<file path="src/rtl/tx_frame_source_pkg.sv">
// Shared constants, FSM state type and PRBS step function for the framed symbol source.
package tx_frame_source_pkg;

  localparam int unsigned PRBS_WIDTH = 22;
  localparam int unsigned PRBS_TAP_A = 21;
  localparam int unsigned PRBS_TAP_B = 20;
  localparam int unsigned SYM_IDX_W  = 11;

  localparam logic [1:0] PRE_SYM_HI = 2'b11;
  localparam logic [1:0] PRE_SYM_LO = 2'b00;

  typedef enum logic [1:0] {
    StIdle     = 2'd0,
    StPreamble = 2'd1,
    StPayload  = 2'd2
  } state_e;

  // One Fibonacci step of x^22 + x^21 + 1; the output bit is the MSB before shifting.
  function automatic logic [PRBS_WIDTH-1:0] prbs_step(input logic [PRBS_WIDTH-1:0] s);
    return {s[PRBS_WIDTH-2:0], s[PRBS_TAP_A] ^ s[PRBS_TAP_B]};
  endfunction

endpackage

</file>
<file path="src/rtl/tx_frame_source_prbs_lfsr_2step.sv">
// 22-bit Fibonacci LFSR producing one 2-bit symbol (two steps) per advance; reloadable seed.
module tx_frame_source_prbs_lfsr_2step
  import tx_frame_source_pkg::*;
#(
  parameter logic [PRBS_WIDTH-1:0] SEED = 22'h3FFFFF
) (
  input  logic       clk,
  input  logic       rst,
  input  logic       load,
  input  logic       advance,
  output logic [1:0] sym
);

  logic [PRBS_WIDTH-1:0] state_q;
  logic [PRBS_WIDTH-1:0] step1;
  logic [PRBS_WIDTH-1:0] step2;

  always_comb begin
    step1 = prbs_step(state_q);
    step2 = prbs_step(step1);
    sym   = {state_q[PRBS_WIDTH-1], step1[PRBS_WIDTH-1]};
  end

  always_ff @(posedge clk or posedge rst) begin
    if (rst) begin
      state_q <= SEED;
    end else if (load) begin
      state_q <= SEED;
    end else if (advance) begin
      state_q <= step2;
    end
  end

endmodule

</file>
<file path="src/rtl/tx_frame_source.sv">
// Framed 2-bit symbol source: alternating preamble then PRBS payload, one symbol per sym_clk_en.
// Optional build macro TX_FRAME_ERR_INJECT_EN adds err_inject (flips tx_data[0] of one payload symbol).
module tx_frame_source
  import tx_frame_source_pkg::*;
#(
  parameter int unsigned           PREAMBLE_LEN = 64,
  parameter int unsigned           PAYLOAD_LEN  = 1024,
  parameter logic [PRBS_WIDTH-1:0] LFSR_SEED    = 22'h3FFFFF,
  parameter logic [1:0]            IDLE_SYM     = 2'b00
) (
  input  logic                 sys_clk,
  input  logic                 reset,
  input  logic                 sym_clk_en,
  input  logic                 enable,
`ifdef TX_FRAME_ERR_INJECT_EN
  input  logic                 err_inject,
`endif
  output logic [1:0]           tx_data,
  output logic                 frame_start,
  output logic                 in_payload,
  output logic [SYM_IDX_W-1:0] sym_idx
);

  localparam logic [SYM_IDX_W-1:0] PRE_LAST = SYM_IDX_W'(PREAMBLE_LEN - 1);
  localparam logic [SYM_IDX_W-1:0] PAY_LAST = SYM_IDX_W'(PAYLOAD_LEN - 1);
  localparam logic [SYM_IDX_W-1:0] IDX_ONE  = SYM_IDX_W'(1);

  state_e               state_q, state_d;
  logic [1:0]           tx_q, tx_d;
  logic [SYM_IDX_W-1:0] idx_q, idx_d;
  logic                 in_pay_q, in_pay_d;
  logic                 frame_start_q;
  logic                 start_tick;
  logic                 pay_load;
  logic [1:0]           lfsr_sym;
  logic                 inject;

  tx_frame_source_prbs_lfsr_2step #(
    .SEED (LFSR_SEED)
  ) u_prbs (
    .clk     (sys_clk),
    .rst     (reset),
    .load    (start_tick),
    .advance (pay_load),
    .sym     (lfsr_sym)
  );

  always_comb begin
    state_d    = state_q;
    tx_d       = tx_q;
    idx_d      = idx_q;
    in_pay_d   = in_pay_q;
    start_tick = 1'b0;
    pay_load   = 1'b0;
    if (sym_clk_en) begin
      unique case (state_q)
        StIdle: begin
          tx_d = IDLE_SYM;
          if (enable) start_tick = 1'b1;
        end
        StPreamble: begin
          if (idx_q == PRE_LAST) begin
            state_d  = StPayload;
            idx_d    = '0;
            in_pay_d = 1'b1;
            pay_load = 1'b1;
          end else begin
            idx_d = idx_q + IDX_ONE;
            // Current index even -> next one odd -> low symbol.
            tx_d  = idx_q[0] ? PRE_SYM_HI : PRE_SYM_LO;
          end
        end
        StPayload: begin
          if (idx_q == PAY_LAST) begin
            if (enable) begin
              start_tick = 1'b1;
            end else begin
              state_d  = StIdle;
              tx_d     = IDLE_SYM;
              idx_d    = '0;
              in_pay_d = 1'b0;
            end
          end else begin
            idx_d    = idx_q + IDX_ONE;
            pay_load = 1'b1;
          end
        end
        default: state_d = StIdle;
      endcase
    end
    if (start_tick) begin
      state_d  = StPreamble;
      tx_d     = PRE_SYM_HI;
      idx_d    = '0;
      in_pay_d = 1'b0;
    end
    if (pay_load) tx_d = lfsr_sym ^ {1'b0, inject};
  end

  always_ff @(posedge sys_clk or posedge reset) begin
    if (reset) begin
      state_q       <= StIdle;
      tx_q          <= IDLE_SYM;
      idx_q         <= '0;
      in_pay_q      <= 1'b0;
      frame_start_q <= 1'b0;
    end else begin
      state_q       <= state_d;
      tx_q          <= tx_d;
      idx_q         <= idx_d;
      in_pay_q      <= in_pay_d;
      // Reloaded every cycle so the pulse lasts exactly one sys_clk.
      frame_start_q <= start_tick;
    end
  end

`ifdef TX_FRAME_ERR_INJECT_EN
  logic armed_q;

  always_ff @(posedge sys_clk or posedge reset) begin
    if (reset) begin
      armed_q <= 1'b0;
    end else begin
      armed_q <= (armed_q & ~pay_load) | err_inject;
    end
  end

  assign inject = armed_q;
`else
  assign inject = 1'b0;
`endif

  assign tx_data     = tx_q;
  assign frame_start = frame_start_q;
  assign in_payload  = in_pay_q;
  assign sym_idx     = idx_q;

endmodule

</file>
<file path="config.mk">
export PLATFORM = sky130hd
export DESIGN_NAME = tx_frame_source
export DESIGN_NICKNAME = d
export VERILOG_FILES = /design/src/rtl/tx_frame_source_pkg.sv /design/src/rtl/tx_frame_source_prbs_lfsr_2step.sv /design/src/rtl/tx_frame_source.sv
export SDC_FILE = /design/constraint.sdc
export NUM_CORES = 1
export LEC_CHECK = 0
export BUFFER_PORTS_ARGS = -buffer_cell sky130_fd_sc_hd__clkbuf_2
export CAP_MARGIN = 10
export CORE_MARGIN = 5
export CORE_UTILIZATION = 45
export CTS_BUF_LIST = sky130_fd_sc_hd__clkbuf_2 sky130_fd_sc_hd__clkbuf_4 sky130_fd_sc_hd__clkbuf_8
export CTS_CLUSTER_SIZE = 14
export DETAILED_ROUTE_END_ITERATION = 8
export PLACE_DENSITY = 0.74
export RECOVER_POWER = 50
export SYNTH_ARGS = -nofsm -noshare
export SYNTH_HDL_FRONTEND = slang
export SYNTH_SLANG_ARGS = --single-unit
</file>
<file path="constraint.sdc">
create_clock -name sys_clk -period 5.2 [get_ports sys_clk]
set_input_delay 1.3 -clock sys_clk [delete_from_list [all_inputs] [get_ports sys_clk]]
set_output_delay 1.3 -clock sys_clk [all_outputs]
set_load 0.01 [all_outputs]
</file>
; ---- Word level (Yosys, flattened, before mapping)
; Cells that the tools add are included.
[totals]
register_bits = 39
latchBits = 0
ram_bits = 0
romBits = 0
output_inout_bits = 15
wordCells = 65
n_memories = 0
[classes]
add_sub_neg = 1
n_mul = 0
n_div = 0
order_cmp = 0
eq_ne = 12
shift = 0
n_mux = 34
bitwise = 2
n_reduce_logical = 10
[op_table]
columns = cell, n
row1 = $mux 11, 5
row2 = $mux 22, 2
row3 = $pmux 11 s2, 1
row4 = $mux 2, 10
row5 = $ne 4x4->1 const B, 4
row6 = $reduce_and 5->1, 3
row7 = $pmux 2 s3, 2
row8 = $add 11x1->11 const B, 1
row9 = $eq 11x10->1 const B, 1
row10 = $eq 11x6->1 const B, 1
row11 = $mux 1, 11
row12 = $ne 3x3->1 const B, 3
row13 = $pmux 1 s2, 3
row14 = $reduce_bool 3->1, 2
row15 = $reduce_bool 5->1, 1
row16 = $reduce_bool 2->1, 2
row17 = $reduce_and 3->1, 1
row18 = $eq 2x1->1 const B, 1
row19 = $eq 2x2->1 const B, 1
row20 = $logic_not 2->1, 1
row21 = $ne 2x2->1 const B, 1
row22 = $xor 1x1->1, 2

; ---- Depth between registers and ports, before layout
[logic_depth]
depth_word = 6
mapped_depth = 9
depth_no_buf = 7

; ---- By module
; A second synthesis with hierarchy kept.
[hier_totals]
hier_cells = 199
hier_area_um2 = 2079.5
[modules_own_cells]
columns = module, n_inst, cells_each, area_per_inst_um2
row1 = tx_frame_source, 1, 121, 1079.8
row2 = tx_frame_source_prbs_lfsr_2step, 1, 78, 999.7

; ---- Least setup slack after synthesis
; No wires, ideal clock.
[synth_timing]
kind = input to register
start = in enable
end = reg state_q[1]
setup_time_ns = 0.125
arrival_time_ns = 2.464
slack_ns = 2.611
path_stages = 4
path_buffers = 0
cell_sequence = o41ai_1 -> nand3_1 -> o21ai_0 -> mux2_2
[synth_between]
elab_chain_cells = 6
[synth_lines]
columns = item, line_no
row1 = from (decl), tx_frame_source.sv:14  ; input logic enable,
row2 = $mux 1, "tx_frame_source.sv:59, tx_frame_source.sv:75"
row3 = $mux 1, tx_frame_source.sv:74  ; if (idx_q == PAY_LAST) begin
row4 = $pmux 1 s2, tx_frame_source.sv:56  ; unique case (state_q)
row5 = $mux 1, tx_frame_source.sv:55  ; if (sym_clk_en) begin
row6 = $ne 3x3->1 (no line) (tied with other cells), --
row7 = $reduce_and 5->1 (no line), --
row8 = to (signal assigned), tx_frame_source.sv:102  ; state_q <= StIdle;
row9 = to (signal assigned), tx_frame_source.sv:108  ; state_q <= state_d;
row10 = to (decl), tx_frame_source.sv:28  ; state_e state_q, state_d;
; Parallel ways exist; a longest one is shown, timed or not.
; A chain may end at the register's enable or synchronous reset.

; ---- Worst setup path after layout
[layout_timing]
start = in sym_clk_en
end = reg idx_q[10] (netlist: sym_idx[10])
[layout_between]
elab_chain_cells = 3
[layout_lines]
columns = item, line_no
row1 = from (decl), tx_frame_source.sv:13  ; input logic sym_clk_en,
row2 = $mux 1, tx_frame_source.sv:55
row3 = $ne 4x4->1 (no line) (tied with other cells), --
row4 = $reduce_and 3->1 (no line), --
row5 = to (signal assigned), tx_frame_source.sv:110  ; idx_q <= idx_d;
row6 = to (decl), tx_frame_source.sv:30  ; logic [SYM_IDX_W-1:0] idx_q, idx_d;
; Parallel ways exist; a longest one is shown, timed or not.

==> out/results.ini <==
[outcome]
status=complete, but fails checks
violations=max-capacitance violations, max-slew violations

[placed_design]
dp_hpwl_um=2550
gp_congestion=0.843
portBuffers=18
placed_area_um2=2140
pre_cts_ws_ns=2.01
dp_cells=254

[detailed_routing]
drt_first_pass_iters=4
via_count=1494
drtIter0Drc=87
wl_um=3840
vias_per_cell=5.70
drcViolationCount=0
wl_per_cell_um=14.7
drt.antenna.violating_nets=0

[clocking]
cts_buffers=5
clk_pin_slew_worst_paths_ns=0.08
cts-hold-fix-buffers=0
cts_tree=done
post-cts-setup-buffer-count=0
cts_sinks=39
insertion_delay_ns=0.29
cts_max_path_buffers=2
cts_resized=0
htree_num_levels=2
cts_root_buf=clkbuf_8

[finish]
post-route-util=0.517
drive_above_1_share=0.224
nFillCells=424
design_area_um2=2240
final_nets=219
antenna_cells=0
syn2layout_area_growth_pct=12.1
stdcell_count=262

[grt]
grt_use_total=0.134
grt_pass1_vias=1354
grt_pass1_wl_um=6380
antenna_found_initial=0
grt_max_degree=40
grt_overflow=0

[setup_path]
cp_max_fo=12
r2r_start=sym_idx[0]
crit_family=simple AND/OR/NAND/NOR gates
r2r_setup_slack_ns=2.54
r2r-end=tx_data[1]
critPathKind=input pin to flip-flop
ff2ff_path_depth=6
crit_required_ns=5.42
startpoint_type=input pin
crit_path_max_incr_delay_ns=0.73
cp-end-kind=flip-flop
cpMaxStageDelayCell=a211oi_1
arrival_ns=3.15
crit_buf_inv=1
path_cells=clkbuf_2, and3_1, nor2_1, a211oi_1, nand3_1, mux2i_1

[die]
io_pins=19
die_y_um=76.6
die_w_um=76.6
row_count=24
die_area_um2=5870
core_area_um2=4320
initial_core_util=0.462

[pwr]
power.total_mw=1.13
leakagePower_nw=1.05
p_per_area_nw_per_um2=505
ir_worst_vdd_mv=0.220

[run]
maxCapViolCount=1

[synthesis]
synthTopCellsByCount=35 x nand2_1, 22 x dfstp_2, 22 x mux2i_1, 17 x dfrtp_1, 11 x o21ai_0
yosysMostFrequentCell=nand2_1
yosys.cell_types.count=37
synth.yosys.warnings=0
syn_area_per_cell_um2=10.6
syn_nets=199
yosys-top-cells-area=dfstp_2 29%, dfrtp_1 21%, mux2i_1 11%
synthCells=189
synth_edf_count=0
syn-cell-area_um2=2000
async_flop_share=1.00
synth_top_flop_cell=dfstp_2
ys_seq_elements=39
yosys.area.top_type=dfstp_2
ys_seq_area_frac=0.503
synth.top_cell.area_share=0.290

[timing]
setup_viol=0
finClkSkew_ns=0.00898
slew_violations=40
fin_crit_sh=0.563
timing.fmax_ghz=0.342
rsz0062_at_grt=false
setup_slack_ns=2.27
tightest_slew_ns=2.01
tns_ns=0
relSlewSlack=-0.343
holdWs_ns=0.495
min_period_ns=2.93
hold_viol_final=0

[worst_hold_path]
hp-class=flip-flop to flip-flop
hold_path.startpoint=sym_idx[10]
hold_end=sym_idx[10]
holdPathStages=1

-- area by class of cell --
type	instances	area, um^2	share of cell area
Sequential cell	39	1000	0.449
Multi-Input combinational cell	138	945	0.422
Timing Repair Buffer	20	92.6	0.0414
Clock buffer	5	68.8	0.0308
Tap cell	52	65.1	0.0291
Clock inverter	3	43.8	0.0196
Inverter	5	18.8	0.00839
-- cells by family (layout without fill, tap and decap cells) --
kind of cell | Yosys count | in the layout | share of synthesized area
buf+inv | 12 | 33 | 0.0270
mux | 23 | 23 | 0.116
compound gates | 40 | 40 | 0.144
simple gates | 67 | 67 | 0.164
xor+xnor | 2 | 2 | 0.00878
flops | 39 | 39 | 0.503
fa+ha+maj | 6 | 6 | 0.0376
-- state kept, by name, summed over array words and instances (netlist names) --
signal          cells
u_prbs.state_q     22
sym_idx            11
state_q             2
tx_data             2
frame_start         1
in_payload          1
-- layout by cell type, fill, tap and decap left out, types with 2 or more instances in the layout --
cell | synthesis | final
mux2i_1 | 22 | 22
nand2_1 | 35 | 35
ha_1 | 6 | 6
xnor2_1 | 2 | 2
clkbuf_2 | 0 | 11
clkbuf_1 | 4 | 8
o221a_1 | 2 | 2
o211ai_1 | 3 | 3
clkbuf_8 | 0 | 5
o31ai_1 | 3 | 3
inv_1 | 5 | 5
o21a_1 | 2 | 2
a21oi_1 | 4 | 4
o21ai_0 | 11 | 11
nand2b_1 | 3 | 3
nand3_1 | 7 | 7
a211oi_1 | 3 | 3
a31oi_1 | 3 | 2
nor2_1 | 7 | 7
dfstp_2 | 22 | 22
and3_1 | 6 | 6
a22o_1 | 3 | 3
a21o_1 | 3 | 3
dfrtp_1 | 17 | 17
-- worst max path at each step --
stage                     from          end  slack [ns]  cells past startpoint
CTS                 sym_clk_en  sym_idx[10]        2.30                      6
global route             reset  frame_start        1.87                      3
floorplan               enable   state_q[1]        2.61                      4
global placement    sym_clk_en  sym_idx[10]        2.10                      6
detailed placement  sym_clk_en  sym_idx[10]        2.01                      6
finish              sym_clk_en  sym_idx[10]        2.27                      6
-- report_power, final --
| group | internal, mW | switching [mW] |
|---|---|---|
| Sequential | 0.449 | 0.0797 |
| Clock | 0.143 | 0.107 |
| Combinational | 0.150 | 0.201 |
| Total | 0.743 | 0.388 |
-- worst register-to-register path, cell delays in order, from the launching register on --
cell and delay [ns]:
dfrtp_1 0.46, ha_1 0.26, nand3_1 0.28, o31a_1 0.44, o211ai_4 0.75, or2_1 0.23
o221a_1 0.18
-- metal layers --
layer,track usage,wire length [um],vias to the layer above
met1,0.181,1850,737
met2,0.195,1770,37
li1,-,-,713
met5,0,0,-
met3,0.0437,168,7
met4,0.0612,61,0
(Power assumes the default switching activity.)
